### config.mk
export PLATFORM = sky130hd
export DESIGN_NAME = vector_writeback_unit
export DESIGN_NICKNAME = d
export VERILOG_FILES = /design/src/rtl/vector_writeback_unit_pkg.sv /design/src/rtl/vector_wb_slot.sv /design/src/rtl/vector_writeback_unit.sv
export SDC_FILE = /design/constraint.sdc
export NUM_CORES = 1
export LEC_CHECK = 0
export BUFFER_PORTS_ARGS = -buffer_cell sky130_fd_sc_hd__buf_4
export CORE_MARGIN = 1.5
export CORE_UTILIZATION = 55
export CTS_CLUSTER_DIAMETER = 120
export DETAILED_ROUTE_END_ITERATION = 10
export PLACE_DENSITY_LB_ADDON = 0.1
export SKIP_LAST_GASP = 1
export SYNTH_ARGS = -nofsm -noshare
export SYNTH_HDL_FRONTEND = slang
export SYNTH_SLANG_ARGS = --single-unit
### constraint.sdc
create_clock -name clk -period 4.05 [get_ports clk]
set_clock_uncertainty 0.05 [all_clocks]
set_input_delay 0.81 -clock clk [delete_from_list [all_inputs] [get_ports clk]]
set_output_delay 0.81 -clock clk [all_outputs]
set_load 0.05 [all_outputs]
### src/rtl/vector_writeback_unit_pkg.sv
// Shared encodings for the vector write-back path: function-unit status
// values and the write-back sequencer states.
package vector_writeback_unit_pkg;

    localparam logic [1:0] VEC_ALU_NOP      = 2'b00;
    localparam logic [1:0] VEC_ALU_WORKING  = 2'b01;
    localparam logic [1:0] VEC_ALU_FINISHED = 2'b10;

    localparam logic [0:0] WB_IDLE  = 1'b0;
    localparam logic [0:0] WB_WRITE = 1'b1;

endpackage

### src/rtl/vector_wb_slot.sv
// One buffered write-back request: result vector, length, destination,
// mask controls and a valid flag. Load wins over clear on the same edge.
module vector_wb_slot #(
    parameter int LEN              = 32,
    parameter int VECTOR_SIZE      = 8,
    parameter int ENTRY_INDEX_SIZE = 3,
    parameter int VREG_INDEX_SIZE  = 5
) (
    input  logic                            clk,
    input  logic                            rst,
    input  logic                            load,
    input  logic                            clear,
    input  logic [VECTOR_SIZE*LEN-1:0]      d_data,
    input  logic [ENTRY_INDEX_SIZE:0]       d_len,
    input  logic [VREG_INDEX_SIZE-1:0]      d_vd,
    input  logic                            d_vm,
    input  logic [VECTOR_SIZE-1:0]          d_mask,
    output logic [VECTOR_SIZE*LEN-1:0]      q_data,
    output logic [ENTRY_INDEX_SIZE:0]       q_len,
    output logic [VREG_INDEX_SIZE-1:0]      q_vd,
    output logic                            q_vm,
    output logic [VECTOR_SIZE-1:0]          q_mask,
    output logic                            q_valid
);

    always_ff @(posedge clk or negedge rst) begin
        if (!rst) begin
            q_data  <= '0;
            q_len   <= '0;
            q_vd    <= '0;
            q_vm    <= 1'b0;
            q_mask  <= '0;
            q_valid <= 1'b0;
        end else if (load) begin
            q_data  <= d_data;
            q_len   <= d_len;
            q_vd    <= d_vd;
            q_vm    <= d_vm;
            q_mask  <= d_mask;
            q_valid <= 1'b1;
        end else if (clear) begin
            q_valid <= 1'b0;
        end
    end

endmodule

### src/rtl/vector_writeback_unit.sv
// Buffers finished vector results (active + pending slot) and streams them
// into the register file WB_LANES elements per beat, honouring length and mask.
module vector_writeback_unit
    import vector_writeback_unit_pkg::*;
#(
    parameter int LEN              = 32,
    parameter int VECTOR_SIZE      = 8,
    parameter int ENTRY_INDEX_SIZE = 3,
    parameter int VREG_INDEX_SIZE  = 5,
    parameter int WB_LANES         = 2
) (
    input  logic                            clk,
    input  logic                            rst,
    input  logic                            rdy_in,
    input  logic [1:0]                      vector_alu_status,
    input  logic [VECTOR_SIZE*LEN-1:0]      alu_result,
    input  logic [ENTRY_INDEX_SIZE:0]       length,
    input  logic [VREG_INDEX_SIZE-1:0]      vd_index,
    input  logic                            vm,
    input  logic [VECTOR_SIZE-1:0]          mask_bits,
    output logic                            vrf_we,
    output logic [VREG_INDEX_SIZE-1:0]      vrf_vreg,
    output logic [ENTRY_INDEX_SIZE:0]       vrf_elem_base,
    output logic [WB_LANES-1:0]             vrf_elem_we,
    output logic [WB_LANES*LEN-1:0]         vrf_wdata,
    output logic                            wb_done,
    output logic [VREG_INDEX_SIZE-1:0]      wb_vreg,
    output logic                            accept_ready,
    output logic                            busy,
    output logic                            overrun
);

    localparam int LW = ENTRY_INDEX_SIZE + 1;
    localparam int VW = VECTOR_SIZE * LEN;

    logic [VW-1:0]              act_data, pend_data, act_d_data;
    logic [LW-1:0]              act_len, pend_len, act_d_len;
    logic [VREG_INDEX_SIZE-1:0] act_vd, pend_vd, act_d_vd;
    logic                       act_vm, pend_vm, act_d_vm;
    logic [VECTOR_SIZE-1:0]     act_mask, pend_mask, act_d_mask;
    logic                       act_valid, pend_valid;

    logic [0:0]                 state;
    logic [LW-1:0]              ptr;

    logic                       cap_valid;
    logic [LW-1:0]              cap_len;
    logic                       complete;
    logic                       idle_load;
    logic                       issue;

    logic                       act_load, act_from_pend, act_clear;
    logic                       pend_load, pend_clear, overrun_set;

    logic [VW-1:0]              src_data;
    logic [LW-1:0]              src_len, src_ptr;
    logic [VREG_INDEX_SIZE-1:0] src_vd;
    logic                       src_vm;
    logic [VECTOR_SIZE-1:0]     src_mask;

    logic [LW-1:0]              lane_idx;
    logic [WB_LANES-1:0]        beat_we;
    logic [WB_LANES*LEN-1:0]    beat_data;

    assign cap_valid = (vector_alu_status == VEC_ALU_FINISHED) && (length != '0);

    always_comb begin
        cap_len = length;
        if (length > LW'(VECTOR_SIZE)) begin
            cap_len = LW'(VECTOR_SIZE);
        end
    end

    // The pointer already sits past the last beat once it has been issued,
    // so the following edge is the completion edge.
    assign complete  = (state == WB_WRITE) && rdy_in && (ptr >= act_len);
    assign idle_load = (state == WB_IDLE) && cap_valid;
    assign issue     = rdy_in && (idle_load || ((state == WB_WRITE) && (ptr < act_len)));

    always_comb begin
        act_load      = 1'b0;
        act_from_pend = 1'b0;
        act_clear     = 1'b0;
        pend_load     = 1'b0;
        pend_clear    = 1'b0;
        overrun_set   = 1'b0;
        if (complete) begin
            if (pend_valid) begin
                act_load      = 1'b1;
                act_from_pend = 1'b1;
                pend_clear    = 1'b1;
                pend_load     = cap_valid;
            end else begin
                act_clear = 1'b1;
                act_load  = cap_valid;
            end
        end else if (cap_valid) begin
            if (!act_valid) begin
                act_load = 1'b1;
            end else if (!pend_valid) begin
                pend_load = 1'b1;
            end else begin
                overrun_set = 1'b1;
            end
        end
    end

    always_comb begin
        act_d_data = alu_result;
        act_d_len  = cap_len;
        act_d_vd   = vd_index;
        act_d_vm   = vm;
        act_d_mask = mask_bits;
        if (act_from_pend) begin
            act_d_data = pend_data;
            act_d_len  = pend_len;
            act_d_vd   = pend_vd;
            act_d_vm   = pend_vm;
            act_d_mask = pend_mask;
        end
    end

    vector_wb_slot #(
        .LEN              (LEN),
        .VECTOR_SIZE      (VECTOR_SIZE),
        .ENTRY_INDEX_SIZE (ENTRY_INDEX_SIZE),
        .VREG_INDEX_SIZE  (VREG_INDEX_SIZE)
    ) u_active_slot (
        .clk     (clk),
        .rst     (rst),
        .load    (act_load),
        .clear   (act_clear),
        .d_data  (act_d_data),
        .d_len   (act_d_len),
        .d_vd    (act_d_vd),
        .d_vm    (act_d_vm),
        .d_mask  (act_d_mask),
        .q_data  (act_data),
        .q_len   (act_len),
        .q_vd    (act_vd),
        .q_vm    (act_vm),
        .q_mask  (act_mask),
        .q_valid (act_valid)
    );

    vector_wb_slot #(
        .LEN              (LEN),
        .VECTOR_SIZE      (VECTOR_SIZE),
        .ENTRY_INDEX_SIZE (ENTRY_INDEX_SIZE),
        .VREG_INDEX_SIZE  (VREG_INDEX_SIZE)
    ) u_pending_slot (
        .clk     (clk),
        .rst     (rst),
        .load    (pend_load),
        .clear   (pend_clear),
        .d_data  (alu_result),
        .d_len   (cap_len),
        .d_vd    (vd_index),
        .d_vm    (vm),
        .d_mask  (mask_bits),
        .q_data  (pend_data),
        .q_len   (pend_len),
        .q_vd    (pend_vd),
        .q_vm    (pend_vm),
        .q_mask  (pend_mask),
        .q_valid (pend_valid)
    );

    // Capturing into an idle unit issues beat 0 straight from the incoming
    // result, which is what gives the one-cycle capture-to-beat latency.
    always_comb begin
        src_data = act_data;
        src_len  = act_len;
        src_vd   = act_vd;
        src_vm   = act_vm;
        src_mask = act_mask;
        src_ptr  = ptr;
        if (idle_load) begin
            src_data = alu_result;
            src_len  = cap_len;
            src_vd   = vd_index;
            src_vm   = vm;
            src_mask = mask_bits;
            src_ptr  = '0;
        end
    end

    always_comb begin
        lane_idx  = '0;
        beat_we   = '0;
        beat_data = '0;
        for (int j = 0; j < WB_LANES; j++) begin
            lane_idx = src_ptr + LW'(j);
            if (lane_idx < src_len) begin
                beat_we[j] = src_vm || src_mask[lane_idx[ENTRY_INDEX_SIZE-1:0]];
            end
            beat_data[j*LEN +: LEN] = src_data[32'(lane_idx[ENTRY_INDEX_SIZE-1:0])*LEN +: LEN];
        end
    end

    always_ff @(posedge clk or negedge rst) begin
        if (!rst) begin
            state <= WB_IDLE;
            ptr   <= '0;
        end else begin
            state <= (act_load || (act_valid && !act_clear)) ? WB_WRITE : WB_IDLE;
            if (complete) begin
                ptr <= '0;
            end else if (issue) begin
                ptr <= src_ptr + LW'(WB_LANES);
            end
        end
    end

    // A stall freezes the beat outputs but must never repeat a write strobe.
    always_ff @(posedge clk or negedge rst) begin
        if (!rst) begin
            vrf_we        <= 1'b0;
            vrf_vreg      <= '0;
            vrf_elem_base <= '0;
            vrf_elem_we   <= '0;
            vrf_wdata     <= '0;
            wb_done       <= 1'b0;
            wb_vreg       <= '0;
        end else if (!rdy_in) begin
            vrf_we  <= 1'b0;
            wb_done <= 1'b0;
        end else begin
            wb_done <= complete;
            if (complete) begin
                wb_vreg <= act_vd;
            end
            if (issue) begin
                vrf_we        <= |beat_we;
                vrf_vreg      <= src_vd;
                vrf_elem_base <= src_ptr;
                vrf_elem_we   <= beat_we;
                vrf_wdata     <= beat_data;
            end else begin
                vrf_we      <= 1'b0;
                vrf_elem_we <= '0;
            end
        end
    end

    always_ff @(posedge clk or negedge rst) begin
        if (!rst) begin
            overrun <= 1'b0;
        end else if (overrun_set) begin
            overrun <= 1'b1;
        end
    end

    assign accept_ready = !pend_valid;
    assign busy         = act_valid;

endmodule

==> flow_metrics.tcl <==
set metrics [dict create \
    hold_ws_ns 0.177 \
    cts_buffers 71 \
    synth-async-reset-ratio 1.00 \
    cts_buffer_depth 3 \
    r2r-start "ptr[1]$_DFFE_PN0P_" \
    hold_viol 0 \
    setup.worst_path.start_class "register" \
    cts_setup_buffers 0 \
    critical_path_arrival_ns 3.78 \
    ys.flop_type "dfrtp_1" \
    reg2regPathDepth 9 \
    synth-edff-count 0 \
    gp_congestion 0.856 \
    layout_commonest_cell "dfrtp_1" \
    worst_slack_ns 0.703 \
    cts_sinks 638 \
    ys_ff_latch 638 \
    syn_to_final_growth_pct 18.4 \
    die_w_um 248 \
    maxClockFrequency_ghz 0.299 \
    initial_core_util 0.559 \
    wl_per_cell_um 25.7 \
    grt_start_max_net_pins 133 \
    clkLatencyLatePin_ns 0.61 \
    synth_nets 2778 \
    clockRootBuffer "clkbuf_16" \
    synth_seq_area_share 0.483 \
    rsz0062_at_grt "false" \
    post-route-cell-area_um2 39100 \
    rows 89 \
    endpoint_kind "register" \
    viasPerCell 5.95 \
    r2r_slack_ns 0.70 \
    grt_remaining_overflow 0 \
    worst_r2r_endpoint "u_pending_slot.q_data[161]$_DFFE_PN0P_" \
    cts_hold_buf 0 \
    vdd_drop_max_mv 0.638 \
    routed_wl_mm 93.7 \
    antenna_found_initial 32 \
    worst_pin_slew_ns 1.07 \
    crit_path_max_fanout 55 \
    min_path_type "in -> async" \
    dieArea_um2 61500 \
    synth.avg_cell_area_um2 13.3 \
    num-fill-cells 4440 \
    leakage_nw 17.8 \
    grt_busiest_layer "met2" \
    htree_num_levels 3 \
    drv_cap 0 \
    drv_slew 0 \
    setup_viol 0 \
    nets 3089 \
    mostFrequentLayoutCells "635 x dfrtp_1, 540 x mux2_2, 405 x buf_4" \
    met2_usage 0.547 \
    use_met1 0.371 \
    yosys_warnings 0 \
    grt_pass1_vias 23100 \
    hpwlAfterDp_mm 64.1 \
    port_buffers 363 \
    core_um2 59100 \
    boundaryPins 364 \
    slew_headroom 0.290 \
    gr-usage-met3 0.0492 \
    track_usage 0.308 \
    drive_above_1_share 0.479 \
    drt_iter0_drc 1259 \
    grt_pass1_wl_mm 142 \
    firstDrtPassIters 11 \
    vias 21700 \
    finish.utilization 0.661 \
    synthCells 2489 \
    synth_cell_types 59 \
    setup-tns-final_ns 0 \
    path_clk_slew_ns 0.06 \
    ant_nets 0 \
    syn_area_um2 33000 \
    die_height_um 248 \
    min_period_ns 3.35 \
    cts_tree "done" \
    status "finished with violations" \
    min_period_over_period 0.826 \
    power_density_nw_per_um2 925 \
    cts_resized 0 \
    dpl-instance-area_um2 36500 \
    worstSetupPathType "reg -> reg" \
    drcViolationCount 32 \
    required_ns 4.49 \
    post-place-ws_ns 0.409 \
    violations "design-rule violations" \
]
sequential cells by signal, indices dropped and copies added (netlist names), 5 cells and up:
register and flops:
u_pending_slot.q_mask 8, u_active_slot.q_mask 8, u_active_slot.q_data 256, u_active_slot.q_vd 5, u_pending_slot.q_data 256, vrf_vreg 5, wb_vreg 5, vrf_wdata 64
u_pending_slot.q_vd 5
through the flow:
| stage | instances | power, mW |
|---|---|---|
| floorplan | 2489 | 24.8 |
| global route | 3644 | 38.1 |
| detailed placement | 3500 | 29.3 |
| CTS | 3630 | 36.3 |
| global placement | 3500 | 28.8 |
| finish | 3648 | 36.2 |
worst max-delay path, cell delays in order (launching register included):
cell	delay, ns
dfrtp_4	0.55
ha_1	0.31
nor2b_1	0.17
o211a_2	0.28
o21ai_2	0.10
inv_2	0.25
mux2i_4	0.33
buf_12	0.38
buf_4	0.37
mux2_2	0.37
cell families after synthesis:
| kind of cell | after synthesis | share of synthesized area |
|---|---|---|
| buffers and inverters | 237 | 0.0361 |
| and+or+nand+nor | 296 | 0.0401 |
| muxes | 1006 | 0.374 |
| xor gates and xnor gates | 2 | 0.000530 |
| AOI/OAI and AO/OA | 300 | 0.0625 |
| DFF | 638 | 0.483 |
| adders and majority gates | 10 | 0.00379 |
power breakdown:
| part | internal (mW) | switching (mW) |
|---|---|---|
| Sequential | 9.70 | 2.08 |
| Clock | 4.16 | 2.70 |
| Combinational | 8.89 | 8.63 |
metal layers:
layer | routed length, um | share of wire
met5 | 46 | 0.00049
met4 | 3100 | 0.033
met3 | 4470 | 0.048
met2 | 49700 | 0.53
met1 | 36400 | 0.39
worst max-delay path by stage:
| stage | start | slack, ns | to |
|---|---|---|---|
| after floorplan | ptr[0]$_DFFE_PN0P_ | 0.71 | u_active_slot.q_data[100]$_DFFE_PN0P_ |
| after global placement | vector_alu_status[0] | 0.47 | vrf_elem_we[0]$_DFFE_PN0P_ |
| after detailed placement | length[3] | 0.41 | vrf_we$_DFF_PN0_ |
| after CTS | ptr[1]$_DFFE_PN0P_ | 0.70 | u_pending_slot.q_data[161]$_DFFE_PN0P_ |
| after global routing | ptr[1]$_DFFE_PN0P_ | 0.57 | u_pending_slot.q_data[226]$_DFFE_PN0P_ |
| final | ptr[1]$_DFFE_PN0P_ | 0.70 | u_pending_slot.q_data[161]$_DFFE_PN0P_ |
area by class of cell:
cell class	count	area (um^2)	share of cell area
Sequential cell	638	16000	0.409
Multi-Input combinational cell	1614	15900	0.407
Timing Repair Buffer	428	3500	0.0894
Clock buffer	105	2240	0.0574
Tap cell	773	967	0.0247
Clock inverter	25	269	0.00688
Inverter	47	176	0.00451
Antenna cell	18	45.0	0.00115
Yosys cell counts, drive strengths merged, types with 30 or more instances:
cell,instances,share of area
dfrtp,638,0.48
inv,47,0.0053
o31ai,31,0.0070
mux2,761,0.28
nand2,200,0.023
buf,121,0.023
o2bb2ai,30,0.0080
clkbuf,69,0.0078
mux2i,206,0.063
o211ai,49,0.011
and2,37,0.0070
mux4,39,0.027
a211oi,33,0.0077
o21ai,75,0.011
a21oi,43,0.0065
Power figures use the tool's default switching activity.
